### config.mk
export PLATFORM = sky130hd
export DESIGN_NAME = bcd_serial_addsub_ctrl
export DESIGN_NICKNAME = d
export VERILOG_FILES = /design/src/rtl/bcd_pkg.sv /design/src/rtl/bcd_digit_alu.sv /design/src/rtl/bcd_serial_addsub_ctrl.sv
export SDC_FILE = /design/constraint.sdc
export NUM_CORES = 1
export LEC_CHECK = 0
export ABC_AREA = 1
export BUFFER_PORTS_ARGS = -buffer_cell sky130_fd_sc_hd__buf_2
export CORE_ASPECT_RATIO = 1.2
export CORE_MARGIN = 2
export CORE_UTILIZATION = 52
export CTS_BUF_LIST = sky130_fd_sc_hd__clkbuf_4
export CTS_CLUSTER_SIZE = 25
export DETAILED_ROUTE_END_ITERATION = 8
export HOLD_SLACK_MARGIN = 0.15
export PLACE_DENSITY = 0.78
export SLEW_MARGIN = 20
export SYNTH_ARGS = -nofsm -noshare
export SYNTH_HDL_FRONTEND = slang
export SYNTH_SLANG_ARGS = --single-unit
### constraint.sdc
create_clock -name clk -period 2.95 [get_ports clk]
set_input_delay 0.7375 -clock clk [delete_from_list [all_inputs] [get_ports clk]]
set_output_delay 0.7375 -clock clk [all_outputs]
set_load 0.01 [all_outputs]
### src/rtl/bcd_pkg.sv
// bcd_pkg: shared definitions for the serial packed-BCD add/subtract block.
//   - state_t   : sequencer states (FIX is only reachable with BCD_SIGN_MAG_EN)
//   - BCD_MAX, BCD_RADIX, BCD_CORR : decimal digit constants
//   - is_bcd()  : 1 when a 4-bit digit is a legal BCD value (0..9)
package bcd_pkg;

    typedef enum logic [1:0] {
        IDLE = 2'd0,
        ADD  = 2'd1,
        FIX  = 2'd2,
        DONE = 2'd3
    } state_t;

    localparam logic [3:0] BCD_MAX   = 4'd9;
    localparam logic [3:0] BCD_RADIX = 4'd10;
    localparam logic [3:0] BCD_CORR  = 4'd6;

    function automatic logic is_bcd(input logic [3:0] digit);
        return (digit <= BCD_MAX);
    endfunction

endpackage

### src/rtl/bcd_digit_alu.sv
// bcd_digit_alu: combinational single-digit BCD adder/subtractor.
//   a_d  in  4  addend digit
//   b_d  in  4  second operand digit (nine's-complemented when sub=1)
//   cin  in  1  incoming decimal carry
//   sub  in  1  select nine's complement of b_d
//   s_d  out 4  corrected BCD sum digit
//   cout out 1  outgoing decimal carry
module bcd_digit_alu
    import bcd_pkg::*;
(
    input  logic [3:0] a_d,
    input  logic [3:0] b_d,
    input  logic       cin,
    input  logic       sub,
    output logic [3:0] s_d,
    output logic       cout
);

    logic [3:0] bd;
    logic [4:0] sum;
    logic [4:0] corr;

    always_comb begin
        bd   = sub ? (BCD_MAX - b_d) : b_d;
        sum  = {1'b0, a_d} + {1'b0, bd} + {4'b0000, cin};
        // Adding 6 and dropping bit 4 is the same as subtracting 10.
        corr = sum + {1'b0, BCD_CORR};
        if (sum >= {1'b0, BCD_RADIX}) begin
            s_d  = corr[3:0];
            cout = 1'b1;
        end else begin
            s_d  = sum[3:0];
            cout = 1'b0;
        end
    end

endmodule

### src/rtl/bcd_serial_addsub_ctrl.sv
// bcd_serial_addsub_ctrl: multi-digit packed-BCD add/subtract sequencer.
// Operands are captured on start and walked LSD-first, one digit per clock,
// through one shared bcd_digit_alu. Subtraction is A + 9's(B) + 1.
// Optional macro BCD_SIGN_MAG_EN: adds output neg and a FIX pass that turns a
// negative 10's-complement difference into its magnitude.
//   clk       in   rising-edge clock
//   rst_n     in   asynchronous active-low reset
//   start     in   request, sampled only in IDLE
//   sub       in   0 = A+B, 1 = A-B (captured with start)
//   a, b      in   packed BCD operands, digit 0 in bits [3:0]
//   busy      out  high while an operation is in flight (incl. DONE cycle)
//   done      out  one-cycle result-valid pulse
//   result    out  BCD result, held until the next accepted start
//   carry_out out  add: decimal overflow; sub: 1 means A >= B
//   err       out  a captured digit was > 9
//   neg       out  (BCD_SIGN_MAG_EN only) result is a negative magnitude
module bcd_serial_addsub_ctrl
    import bcd_pkg::*;
#(
    parameter int DIGITS = 4
) (
    input  logic                clk,
    input  logic                rst_n,
    input  logic                start,
    input  logic                sub,
    input  logic [4*DIGITS-1:0] a,
    input  logic [4*DIGITS-1:0] b,
    output logic                busy,
    output logic                done,
    output logic [4*DIGITS-1:0] result,
    output logic                carry_out,
`ifdef BCD_SIGN_MAG_EN
    output logic                neg,
`endif
    output logic                err
);

    localparam int IDXW = (DIGITS > 1) ? $clog2(DIGITS) : 1;
    localparam logic [IDXW-1:0] LAST = IDXW'(DIGITS - 1);

    state_t              state;
    logic [IDXW-1:0]     idx;
    logic                carry;
    logic [4*DIGITS-1:0] opa;
    logic [4*DIGITS-1:0] opb;
    logic                opsub;

    logic [3:0] alu_a;
    logic [3:0] alu_b;
    logic       alu_sub;
    logic [3:0] alu_s;
    logic       alu_c;
    logic       cap_err;

    // FIX reuses the datapath as 0 - result, i.e. the 10's complement.
    always_comb begin
        if (state == FIX) begin
            alu_a   = 4'd0;
            alu_b   = result[{idx, 2'b00} +: 4];
            alu_sub = 1'b1;
        end else begin
            alu_a   = opa[{idx, 2'b00} +: 4];
            alu_b   = opb[{idx, 2'b00} +: 4];
            alu_sub = opsub;
        end
    end

    always_comb begin
        cap_err = 1'b0;
        for (int i = 0; i < DIGITS; i++) begin
            if (!is_bcd(a[i*4 +: 4]) || !is_bcd(b[i*4 +: 4]))
                cap_err = 1'b1;
        end
    end

    bcd_digit_alu u_alu (
        .a_d  (alu_a),
        .b_d  (alu_b),
        .cin  (carry),
        .sub  (alu_sub),
        .s_d  (alu_s),
        .cout (alu_c)
    );

    // Operand registers carry no reset; they are only read after a capture.
    always_ff @(posedge clk) begin
        if (state == IDLE && start) begin
            opa   <= a;
            opb   <= b;
            opsub <= sub;
        end
    end

    always_ff @(posedge clk or negedge rst_n) begin
        if (!rst_n) begin
            state     <= IDLE;
            idx       <= '0;
            carry     <= 1'b0;
            busy      <= 1'b0;
            done      <= 1'b0;
            result    <= '0;
            carry_out <= 1'b0;
            err       <= 1'b0;
`ifdef BCD_SIGN_MAG_EN
            neg       <= 1'b0;
`endif
        end else begin
            case (state)
                IDLE: begin
                    if (start) begin
                        carry     <= sub;
                        idx       <= '0;
                        err       <= cap_err;
                        result    <= '0;
                        carry_out <= 1'b0;
                        busy      <= 1'b1;
`ifdef BCD_SIGN_MAG_EN
                        neg       <= 1'b0;
`endif
                        state     <= ADD;
                    end
                end
                ADD: begin
                    result[{idx, 2'b00} +: 4] <= alu_s;
                    carry <= alu_c;
                    if (idx == LAST) begin
                        idx       <= '0;
                        carry_out <= alu_c;
`ifdef BCD_SIGN_MAG_EN
                        if (opsub && !alu_c) begin
                            // Negative difference: FIX needs carry-in 1 for 0 - x.
                            carry <= 1'b1;
                            state <= FIX;
                        end else begin
                            done  <= 1'b1;
                            state <= DONE;
                        end
`else
                        done  <= 1'b1;
                        state <= DONE;
`endif
                    end else begin
                        idx <= idx + IDXW'(1);
                    end
                end
                FIX: begin
                    result[{idx, 2'b00} +: 4] <= alu_s;
                    carry <= alu_c;
                    if (idx == LAST) begin
                        idx   <= '0;
                        done  <= 1'b1;
                        state <= DONE;
`ifdef BCD_SIGN_MAG_EN
                        neg   <= 1'b1;
`endif
                    end else begin
                        idx <= idx + IDXW'(1);
                    end
                end
                DONE: begin
                    done  <= 1'b0;
                    busy  <= 1'b0;
                    state <= IDLE;
                end
                default: state <= IDLE;
            endcase
        end
    end

endmodule
======== After elaboration in Yosys (flattened, before gate mapping) ========
Index checks and enable logic that the tools add are counted.
word-level totals
  bits in registers ....................... 58
  bits of input ports ..................... 36
  output and inout bits ................... 20
cells by class
  multiplexer cells ....................... 28
  $lt $le $gt $ge ......................... 9
  shift-type cells ........................ 5
  equality and inequality tests ........... 7
  reductions and logical operators ........ 25
  add/sub/neg operators ................... 6
operators with widths
  kind                                                                                  count
  16-bit by 5-bit indexed part select with 4-bit output                                 3
  4-bit less-or-equal comparator (second input constant)                                8
  16-bit one-hot mux with 2 select lines                                                1
  16-bit bitwise mux                                                                    1
  16-bit two-way mux                                                                    1
  4-bit two-way mux                                                                     4
  4-bit by 6-bit variable shift with 16-bit output (first input constant)               1
  4-bit by 6-bit indexed part select with 16-bit output                                 1
  1-bit two-way mux                                                                     11
  2-bit AND reduction                                                                   5
  1-bit zero test                                                                       8
  2-bit two-way mux                                                                     4
  1-bit one-hot mux with 2 select lines                                                 4
  2-bit nonzero test                                                                    4
  2-bit equality test (second input constant)                                           3
  4-bit negation with 6-bit output                                                      1
  2-bit one-hot mux with 3 select lines                                                 1
  4-bit by 4-bit adder with 5-bit output                                                1
  5-bit by 1-bit adder with 5-bit output                                                1
  5-bit by 4-bit greater-or-equal comparator with 1-bit output (second input constant)  1
  4-bit by 3-bit adder with 4-bit output (second input constant)                        1
  1-bit logical OR                                                                      4
  2-bit inequality test (second input constant)                                         2
  2-bit one-hot mux with 2 select lines                                                 1
  8 further kinds                                                                       8

======== Longest topological paths before layout ========
Gate-level depths: netlist of the first run.
  depth after elaboration ................. 11
  mapped depth ............................ 24

======== Modules after synthesis ========
A second synthesis of the first run with hierarchy kept.
second synthesis, totals
  cell total of the unflattened synthesis .. 340
  area, all modules ....................... 3055.4 µm²
modules (own cells, without submodules)
  module                  area an instance (µm²)  times used  cells each
  bcd_serial_addsub_ctrl  2721.4                  1           290
  bcd_digit_alu           334.1                   1           50

======== Worst setup path after synthesis of the first run ========
Ideal clock, no wire load.
  path type ............................... flip-flop to flip-flop
  from .................................... register state[0]
  to ...................................... register result[10]
  data arrival time ....................... 2.983 ns
  buffers on the path ..................... 2
  cell stages (with the launch flop) ...... 21
  required time ........................... 2.823 ns
  setup slack ............................. -0.161 ns
  cell sequence ........................... dfrtp_1 -> inv_1 -> ha_1 -> buf_4 -> buf_4 -> a21oi_1 -> o22ai_1 -> xor2_1 -> fa_1 -> fa_1 -> inv_1 -> nand2_1 -> nand2_2 -> ha_1 -> nand2_1 -> nand3_2 -> nand2_1 -> nand2_1 -> nand2_1 -> nand3_1 -> o21ai_0
on the way
  cells in the longest elaborated chain, start to end .. 11
  elaborated cells on any way between the ends .. 20
RTL lines
  item                                                                                                                    RTL line                                                      text
  start, declared                                                                                                         bcd_serial_addsub_ctrl.sv:41                                  state_t state;
  start signal, assigned                                                                                                  bcd_serial_addsub_ctrl.sv:96                                  state <= IDLE;
  start signal, assigned                                                                                                  bcd_serial_addsub_ctrl.sv:120                                 state <= ADD;
  start signal, assigned                                                                                                  bcd_serial_addsub_ctrl.sv:140                                 state <= DONE;
  2-bit equality test                                                                                                     bcd_serial_addsub_ctrl.sv:57, bcd_serial_addsub_ctrl.sv:108
  4-bit two-way mux                                                                                                       bcd_serial_addsub_ctrl.sv:57                                  if (state == FIX) begin
  4-bit subtractor                                                                                                        bcd_digit_alu.sv:24                                           bd = sub ? (BCD_MAX - b_d) : b_d;
  4-bit two-way mux                                                                                                       bcd_digit_alu.sv:24
  4-bit by 4-bit adder with 5-bit output                                                                                  bcd_digit_alu.sv:25                                           sum = {1'b0, a_d} + {1'b0, bd} + {4'b0000, cin};
  5-bit by 1-bit adder with 5-bit output                                                                                  bcd_digit_alu.sv:25
  4-bit by 3-bit adder with 4-bit output or 5-bit by 4-bit greater-or-equal comparator with 1-bit output (tied branches)  bcd_digit_alu.sv:27, bcd_digit_alu.sv:28
  4-bit two-way mux                                                                                                       bcd_digit_alu.sv:28                                           if (sum >= {1'b0, BCD_RADIX}) begin
  4-bit by 6-bit indexed part select with 16-bit output                                                                   bcd_serial_addsub_ctrl.sv:124, bcd_serial_addsub_ctrl.sv:147
  16-bit bitwise mux                                                                                                      bcd_serial_addsub_ctrl.sv:124, bcd_serial_addsub_ctrl.sv:147
  16-bit one-hot mux with 2 select lines                                                                                  bcd_serial_addsub_ctrl.sv:108                                 case (state)
  end signal, assigned by index                                                                                           bcd_serial_addsub_ctrl.sv:124                                 result[{idx, 2'b00} +: 4] <= alu_s;
  end signal, assigned by index                                                                                           bcd_serial_addsub_ctrl.sv:147                                 result[{idx, 2'b00} +: 4] <= alu_s;
  end, declared                                                                                                           bcd_serial_addsub_ctrl.sv:30                                  output logic [4*DIGITS-1:0] result,
Several ways; a longest one is shown, not always the timed one.
A chain may end at the register's enable or synchronous reset.

======== Worst setup path after layout of the first run ========
  from .................................... register state[0]
  to ...................................... register result[13]
The elaborated chain is that of the path after synthesis.

==> impl_metrics.yaml, run 1 <==
min_path:
  worst_hold_path_type: "input pin to async pin"
finish:
  layout_common_cells: "55 x nand2_1, 55 x buf_2, 36 x inv_1, 33 x edfxtp_1, 33 x buf_4"
  n_antenna_cell: 0
  fin_nets: 470
  multi_input_area_sq_mm: 0.001376
  nFillCells: 448
  areaGrowthSynthToFinish_pct: 31.77
  ff_latch_area_sq_mm: 0.001617
  drive_gt1_share_pct: 35.78
timing:
  finalCriticalPeriod_ns: 3.091
  worstMarginPinSlew_ns: 0.5990
  clock_skew_ns: 0.01875
  hold_violations: 0
  rsz0062_at_grt: "yes"
  worst_hold_slack_ns: 0.3130
  fmax_mhz: 323.5
  slew_violations: 0
  fin_ws_ns: -0.1407
  setup_violations: 14
  min_period_over_period_pct: 104.8
  slew_headroom_pct: 60.06
synth:
  synth_top_family_by_area: "simple AND/OR/NAND/NOR gates"
  yosysWarningCount: 0
  avgSynthCellArea_sq_um: 9.413
  yosys.area_share.simple_pct: 18.07
  yosysUniqueCellTypes: 35
  synth_area_sq_mm: 0.003040
  synth_seq_area_share_pct: 53.17
  synthFlopType: "edfxtp_1"
  synth-xor-area-share_pct: 0.5761
  synth_compound_area_share_pct: 13.50
  synth_mux_area_share_pct: 0
  post_synth_inst_count: 323
  ys_ff_latch: 58
  synth_enable_flop_cells: 33
  async_flop_share_pct: 43.10
  synth_fa_ha_area_share_pct: 7.490
  synth_fp_nets: 376
setup_path:
  startpoint_type: "flop"
  required_ns: 3.25
  worst_ep_arrival_time_ns: 3.39
  crit_path_end_kind: "flop"
  crit_type: "flop to flop"
  crit_fanout: 6
drt:
  wl_per_cell_um: 15.22
  vias_per_cell: 5.307
  drtIter0Drc: 295
  vias: 2664
  dr.pass1.iters: 5
  final_antenna_net_count: 0
  routed_wl_mm: 7.638
  drc: 0
grt:
  grt_overflow_total: 0
  antenna_found_initial: 0
  grt_max_degree: 26
  grt_pass1_wl_mm: 12.19
  grt_pass1_vias: 2525
  gr-usage-all-layers_pct: 25.66
outcome:
  status: "finished, violations left"
  violations: "setup timing"
cts:
  cts_max_level: 3
  numCtsBuffers: 9
  cts_max_path_buffers: 2
  cts_root_buffer: "clkbuf_4"
  clk_latency_ns: 0.42
  path_clk_slew_ns: 0.11
  cts_sinks: 58
  cts_tree: "yes"
  hold_buffers: 0
floorplanning:
  core_area_sq_mm: 0.005668
  ioPinCount: 56
  dieArea_sq_mm: 0.006478
  die_h_um: 87.77
  start_util_pct: 53.64
  die_w_um: 73.81
  rows: 30
place:
  port_buffers: 55
  place_hpwl_mm: 5.520
  routabilityCongestion: 0.8804
job:
  cap_violations: 0
state kept, by name, summed over array words and instances (netlist names):
signal	cells
opa	16
opb	16
result	16
idx	2
state	2
busy	1
carry	1
carry_out	1
done	1
err	1
opsub	1
repair_timing:
item | 4_1_cts | 5_1_grt
cloned | 1 | 0
buffers inserted | 9 | 3
pin swaps | 17 | 15
gates resized for setup | 29 | 13
setup endpoints to repair | 14 | 14
metrics by stage:
step	std cells	util, %	area [sq um]	setup TNS (ns)	setup WS, ns
4_1_cts	499	69.32	3929	-0.3257	-0.05808
2_1_floorplan	323	-	3083	-0.01417	-0.007323
5_1_grt	502	70.68	4006	-3.386	-0.2967
3_3_place_gp	474	63.20	3582	-1.669	-0.1653
6_report	502	70.68	4006	-1.373	-0.1407
3_5_place_dp	474	63.20	3582	-2.701	-0.2255
critical path: stages (launching register included):
cell     delay, ns
dfrtp_1       0.40
inv_2         0.08
ha_4          0.18
buf_4         0.12
o21ai_1       0.06
o21ai_1       0.15
o22ai_1       0.11
xor2_1        0.16
fa_2          0.37
fa_2          0.60
ha_4          0.18
nand2_4       0.06
nand3_4       0.08
nand2_4       0.09
nand2_2       0.10
nand2_4       0.08
nand4_1       0.08
nand2_1       0.06
synth_stat cells, types with 2 or more instances:
cell       n  share of area (%)
inv_2      2               0.25
fa_1       2                1.3
nor2_1    26                3.2
a21oi_1   16                2.6
o22ai_1    5                1.0
nor3_4     2                1.1
inv_4      2               0.41
o21ai_0   38                6.3
nand2_2    2               0.41
edfxtp_1  33                 33
o21ai_1    5               0.82
nand2_1   63                7.8
buf_2      6               0.99
buf_4      2               0.49
ha_1      15                6.2
inv_1     37                4.6
dfrtp_1   25                 21
nand3_1   16                2.6
nand4_1   10                2.1
kinds of logic after synthesis:
| group | Yosys count |
|---|---|
| xor+xnor | 2 |
| buf+inv | 51 |
| compound gates | 72 |
| fa+ha+maj | 17 |
| simple gates | 123 |
| flops | 58 |
final cells by class:
cell class              count  area share (%)
multi-input cells         214           34.35
clock inverters             6           2.623
clock buffers              10           1.874
flip-flops and latches     58           40.35
inverters                  42           4.122
repair buffers             92           14.18
well taps                  80           2.498
path summary, 6_finish.rpt:
check / slack, ns / startpoint / depth (start not counted) / end
max: -0.14 / state[0] / 17 / result[13]
min: 0.31 / rst_n / 1 / result[0]
max reg2reg: -0.14 / state[0] / 17 / result[13]
min reg2reg: 0.50 / done / 2 / done
max in group asynchronous: 2.23 / rst_n / 1 / err
min in group clk: 0.50 / a[0] / 1 / opa[0]
per-layer routing:
metal	track usage, %	wire length (um)	vias to the layer above
li1	-	-	1287
met1	32.33	3045	1222
met2	40.91	3706	125
met3	5.754	601	30
met4	13.88	284	0
met5	0	0	-
Power of run 1 is not shown: default switching activity piles up to over one toggle a cycle in this logic, so the estimate is an artifact.
==> inputs of run 2 (changes only) <==
Settings changed: CORE_ASPECT_RATIO 1.2 to 2.
==> run 2 against run 1 <==
The run still ends with setup timing left. Register-to-register slack got worse by 0.04 ns. Die area up 0.53%. Via count up 0.34%. Setup slack got worse by 0.043 ns. Critical path depth rose by 2. First-iteration DRC count down 71%. Largest cell class unchanged.
==> impl_metrics.yaml, run 2 (synthesis results as in run 1) <==
place:
  port_buffers: 55
  place_hpwl_mm: 5.950
  routabilityCongestion: 0.9315
timing:
  finalCriticalPeriod_ns: 3.134
  worstMarginPinSlew_ns: 0.6057
  slew_headroom_pct: 59.62
  fmax_mhz: 319.1
  setup_violations: 14
  setup_tns_ns: -2.036
  min_period_over_period_pct: 106.2
  slew_violations: 0
  fin_ws_ns: -0.1842
  rsz0062_at_grt: "yes"
  hold_violations: 0
  clock_skew_ns: 0.01406
cts:
  cts_root_buffer: "clkbuf_4"
  path_clk_slew_ns: 0.10
  hold_buffers: 0
  cts_max_path_buffers: 2
  cts_max_level: 3
  numCtsBuffers: 9
  cts_sinks: 58
  cts_tree: "yes"
  clk_latency_ns: 0.40
setup_path:
  path_cells: "ha_4 > buf_6 > buf_6 > a21oi_4 > o22ai_2 > xor2_1 > fa_2 > fa_2 > inv_2 > nand2_4 > nand2_4 > ha_4 > nand2_4 > nand3_4 > nand2_4 > nand2_4 > nand2_4 > nand4_1 > nand2_1"
  required_ns: 3.24
  path_buf_inv: 3
  slowest_delay_ns: 0.44
  path_common_cell: "nand2_4"
  crit_path_end_kind: "flop"
  startpoint_type: "flop"
  crit_type: "flop to flop"
  crit_fanout: 8
  cp_top_family: "adder cells"
  critPathSlowestCell: "dfrtp_1"
  worst_ep_arrival_time_ns: 3.42
floorplanning:
  dieArea_sq_mm: 0.006512
  ioPinCount: 56
  start_util_pct: 53.71
  die_w_um: 58.07
  core_area_sq_mm: 0.005660
  rows: 39
  die_h_um: 112.1
grt:
  grt_max_degree: 27
  gr-usage-all-layers_pct: 26.12
  grt_pass1_vias: 2746
  grt_overflow_total: 0
  grt_pass1_wl_mm: 12.37
  antenna_found_initial: 0
finish:
  biggestRegsByFlops: "opa x16, opb x16, result x16"
  layout_common_cells: "55 x buf_2, 53 x nand2_1, 35 x inv_1, 33 x edfxtp_1, 28 x buf_4"
  nFillCells: 433
  areaGrowthSynthToFinish_pct: 29.26
  layout_commonest_cell: "buf_2"
  drive_gt1_share_pct: 36.60
  fin_nets: 466
  n_antenna_cell: 0
drt:
  dr.pass1.iters: 5
  routed_wl_mm: 7.978
  wl_per_cell_um: 16.66
  highest_layer: "met4"
  vias: 2673
  final_antenna_net_count: 0
  drc: 0
  wl_met2_mm: 4.406
  drtIter0Drc: 86
  vias_per_cell: 5.580
  wl_met1_mm: 2.710
  route.met3.wl_um: 308
outcome:
  violations: "setup timing"
  status: "finished, violations left"
min_path:
  worst_hold_path_type: "input pin to async pin"
job:
  cap_violations: 0
[run 2: per-stage QoR]
step / hold slack (ns) / setup slack [ns] / cell area, sq um / utilization, % / instances
after floorplan: 0.4419 / -0.007323 / 3083 / - / 323
after global placement: 0.4785 / -0.1489 / 3586 / 63.35 / 457
after detailed placement: 0.5027 / -0.2637 / 3586 / 63.35 / 457
after CTS: 0.3315 / -0.1275 / 3795 / 67.04 / 477
after global routing: 0.3465 / -0.2934 / 3930 / 69.43 / 479
final: 0.3303 / -0.1842 / 3930 / 69.43 / 479
[run 2: layout make-up]
type                       count  area [sq um]  area share (%)
clock buffer                   9         67.56           1.719
sequential                    58          1617           41.13
multi-input combinational    214          1413           35.94
timing repair buffer          88         550.5           14.01
tap                           61         76.32           1.942
clock inverter                 7         36.28          0.9233
inverter                      42         170.2           4.330
[run 2: per-layer routing]
metal | vias up | GRT usage, %
li1 | 1278 | -
met2 | 89 | 45.76
met1 | 1267 | 25.04
met3 | 39 | 5.991
met4 | 0 | 20.00
met5 | - | 0
[run 2: worst paths after layout]
| check | from | cells past startpoint | end | slack, ns |
|---|---|---|---|---|
| max | state[1] | 19 | result[6] | -0.18 |
| min | rst_n | 1 | done | 0.33 |
| max reg2reg | state[1] | 19 | result[6] | -0.18 |
| min reg2reg | carry_out | 2 | carry_out | 0.52 |
| max in group asynchronous | rst_n | 1 | err | 2.21 |
| min in group clk | a[4] | 1 | opa[4] | 0.50 |
[run 2: what timing repair did]
item | 4_1_cts | 5_1_grt
pin swaps | 14 | 28
setup buffers | 4 | 3
endpoints found under the setup margin | 14 | 14
resized for setup | 23 | 29
[run 2: worst register-to-register path, delay by kind of cell (launching register included)]
family          cells  cell delay (ns)
flops               1             0.44
simple gates        9             0.65
compound gates      2             0.22
fa+ha+maj           4             1.20
xor+xnor            1             0.16
buf+inv             3             0.35
Power of run 2 is left out for the same reason.
==> inputs of run 3 (changes only) <==
Settings changed: CTS_CLUSTER_SIZE 25 to 24, SETUP_SLACK_MARGIN from default to 0.02, SKIP_LAST_GASP from default to 1.
==> run 3 against run 2 <==
The run still ends with setup timing left. Global-route usage up 1.8 points. Non-clock buffer count rose by 8. Core utilization increased by 1.5 points. Register-to-register slack better by 0.02 ns. Final cell count increased by 1.9%. Maximum frequency rose by 0.67%. Clock-buffer cell count grew 3. Clock skew is 0.0024 ns higher. Die area did not move. Critical path type unchanged. Largest cell class unchanged.
==> impl_metrics.yaml, run 3 (synthesis results as in run 1) <==
cts:
  numCtsBuffers: 9
  path_clk_slew_ns: 0.10
  cts_sinks: 58
  clk_latency_ns: 0.41
  cts_root_buffer: "clkbuf_4"
  cts_max_level: 3
  cts_max_path_buffers: 2
  cts_tree: "yes"
  hold_buffers: 0
place:
  placed_area_sq_mm: 0.003613
  place_hpwl_mm: 6.522
  port_buffers: 55
  place_inst: 462
  routabilityCongestion: 0.9619
finish:
  postLayoutCellArea_sq_mm: 0.004013
  biggestRegsByFlops: "opa x16, opb x16, result x16"
  layout_common_cells: "55 x buf_2, 54 x nand2_1, 38 x buf_4, 33 x edfxtp_1, 32 x inv_1"
  fin_util_pct: 70.89
  multi_input_area_sq_mm: 0.001424
  layoutNonFillerInstCount: 488
  ff_latch_area_sq_mm: 0.001618
  fin_nets: 474
  drive_gt1_share_pct: 38.50
  layout_commonest_cell: "buf_2"
  nFillCells: 455
  areaGrowthSynthToFinish_pct: 31.98
grt:
  gr-usage-all-layers_pct: 27.96
  grt_max_degree: 26
  grt_pass1_wl_mm: 13.04
  grt_overflow_total: 0
  grt_pass1_vias: 2820
  antenna_found_initial: 1
outcome:
  status: "finished, violations left"
  violations: "setup timing"
drt:
  wl_per_cell_um: 17.29
  vias: 2705
  dr.pass1.iters: 4
  final_antenna_net_count: 0
  drc: 0
  vias_per_cell: 5.543
  drtIter0Drc: 90
  routed_wl_mm: 8.438
setup_path:
  crit_path_end_kind: "flop"
  worst_ep_arrival_time_ns: 3.42
  crit_type: "flop to flop"
  startpoint_type: "flop"
  required_ns: 3.26
  worstRegToRegCells: 20
  crit_fanout: 6
floorplanning:
  dieArea_sq_mm: 0.006512
  ioPinCount: 56
  start_util_pct: 53.71
  rows: 39
  die_w_um: 58.07
  core_area_sq_mm: 0.005660
  die_h_um: 112.1
timing:
  rsz0062_at_grt: "yes"
  fin_ws_ns: -0.1634
  hold_violations: 0
  clock_skew_ns: 0.01651
  slew_headroom_pct: 59.19
  slew_violations: 0
  min_period_over_period_pct: 105.5
  finalCriticalPeriod_ns: 3.113
  fmax_mhz: 321.2
  setup_violations: 13
  worstMarginPinSlew_ns: 0.6121
job:
  cap_violations: 0
min_path:
  worst_hold_path_type: "input pin to async pin"
[run 3: cell types whose count changed in the layout (fill, tap and decap cells not counted), moves of 2 or more]
cell and delta:
clkinv_2 -4, buf_4 +10, o21ai_1 -5, inv_2 +3, o21ai_2 +2, a21oi_1 +2, o21ai_0 +2, a21oi_2 -2
inv_1 -3, nand2_4 -2, clkbuf_4 +3
[run 3: what timing repair did]
action | 4_1_cts | 5_1_grt
endpoints found under the hold margin | 0 | 0
setup endpoints to repair | 14 | 14
pin swaps | 17 | 18
buffers inserted | 7 | 4
gates resized for setup | 28 | 23
[run 3: area by class of cell]
cell class,count,area share [%]
antenna,1,0.06236
tap,61,1.902
sequential,58,40.32
clock inverter,4,1.060
clock buffer,12,2.245
multi-input combinational,214,35.48
inverter,42,4.116
timing repair buffer,96,14.81
[run 3: stage by stage]
| step | worst slack (ns) | TNS (ns) | hold slack [ns] |
|---|---|---|---|
| 2_1_floorplan | -0.007323 | -0.01417 | 0.4419 |
| 3_3_place_gp | -0.2479 | -2.500 | 0.4784 |
| 3_5_place_dp | -0.3120 | -3.407 | 0.4883 |
| 4_1_cts | -0.1892 | -1.636 | 0.3329 |
| 5_1_grt | -0.3045 | -3.371 | 0.3725 |
| 6_report | -0.1634 | -1.321 | 0.3189 |
[run 3: path summary, 6_finish.rpt]
path | start | to | slack (ns)
min | rst_n | idx[0] | 0.32
min reg2reg | result[11] | result[11] | 0.50
min in group clk | a[8] | opa[8] | 0.50
max reg2reg | state[0] | carry_out | -0.16
max | state[0] | carry_out | -0.16
max in group asynchronous | rst_n | state[1] | 2.18
[run 3: layer usage]
| layer | up-vias | global-route usage [%] | part of all wire, % |
|---|---|---|---|
| met5 | - | 0 | 0 |
| met4 | 0 | 17.83 | 6.3 |
| met3 | 40 | 5.645 | 4.3 |
| met2 | 98 | 51.97 | 57 |
| met1 | 1272 | 26.04 | 33 |
| li1 | 1295 | - | - |
[run 3: worst max-delay path: stages, from the launching register on]
cell,delay (ns)
dfrtp_1,0.41
inv_2,0.08
ha_4,0.18
buf_6,0.14
o21ai_2,0.07
a21oi_2,0.13
o22ai_2,0.11
xor2_1,0.18
fa_2,0.36
fa_2,0.36
inv_2,0.06
nand2_2,0.06
nand2_2,0.11
ha_4,0.16
nand2_4,0.06
nand3_4,0.09
nand2_4,0.07
buf_4,0.13
buf_4,0.12
nand4_1,0.07
nand2_1,0.05
Power of run 3 is left out for the same reason.
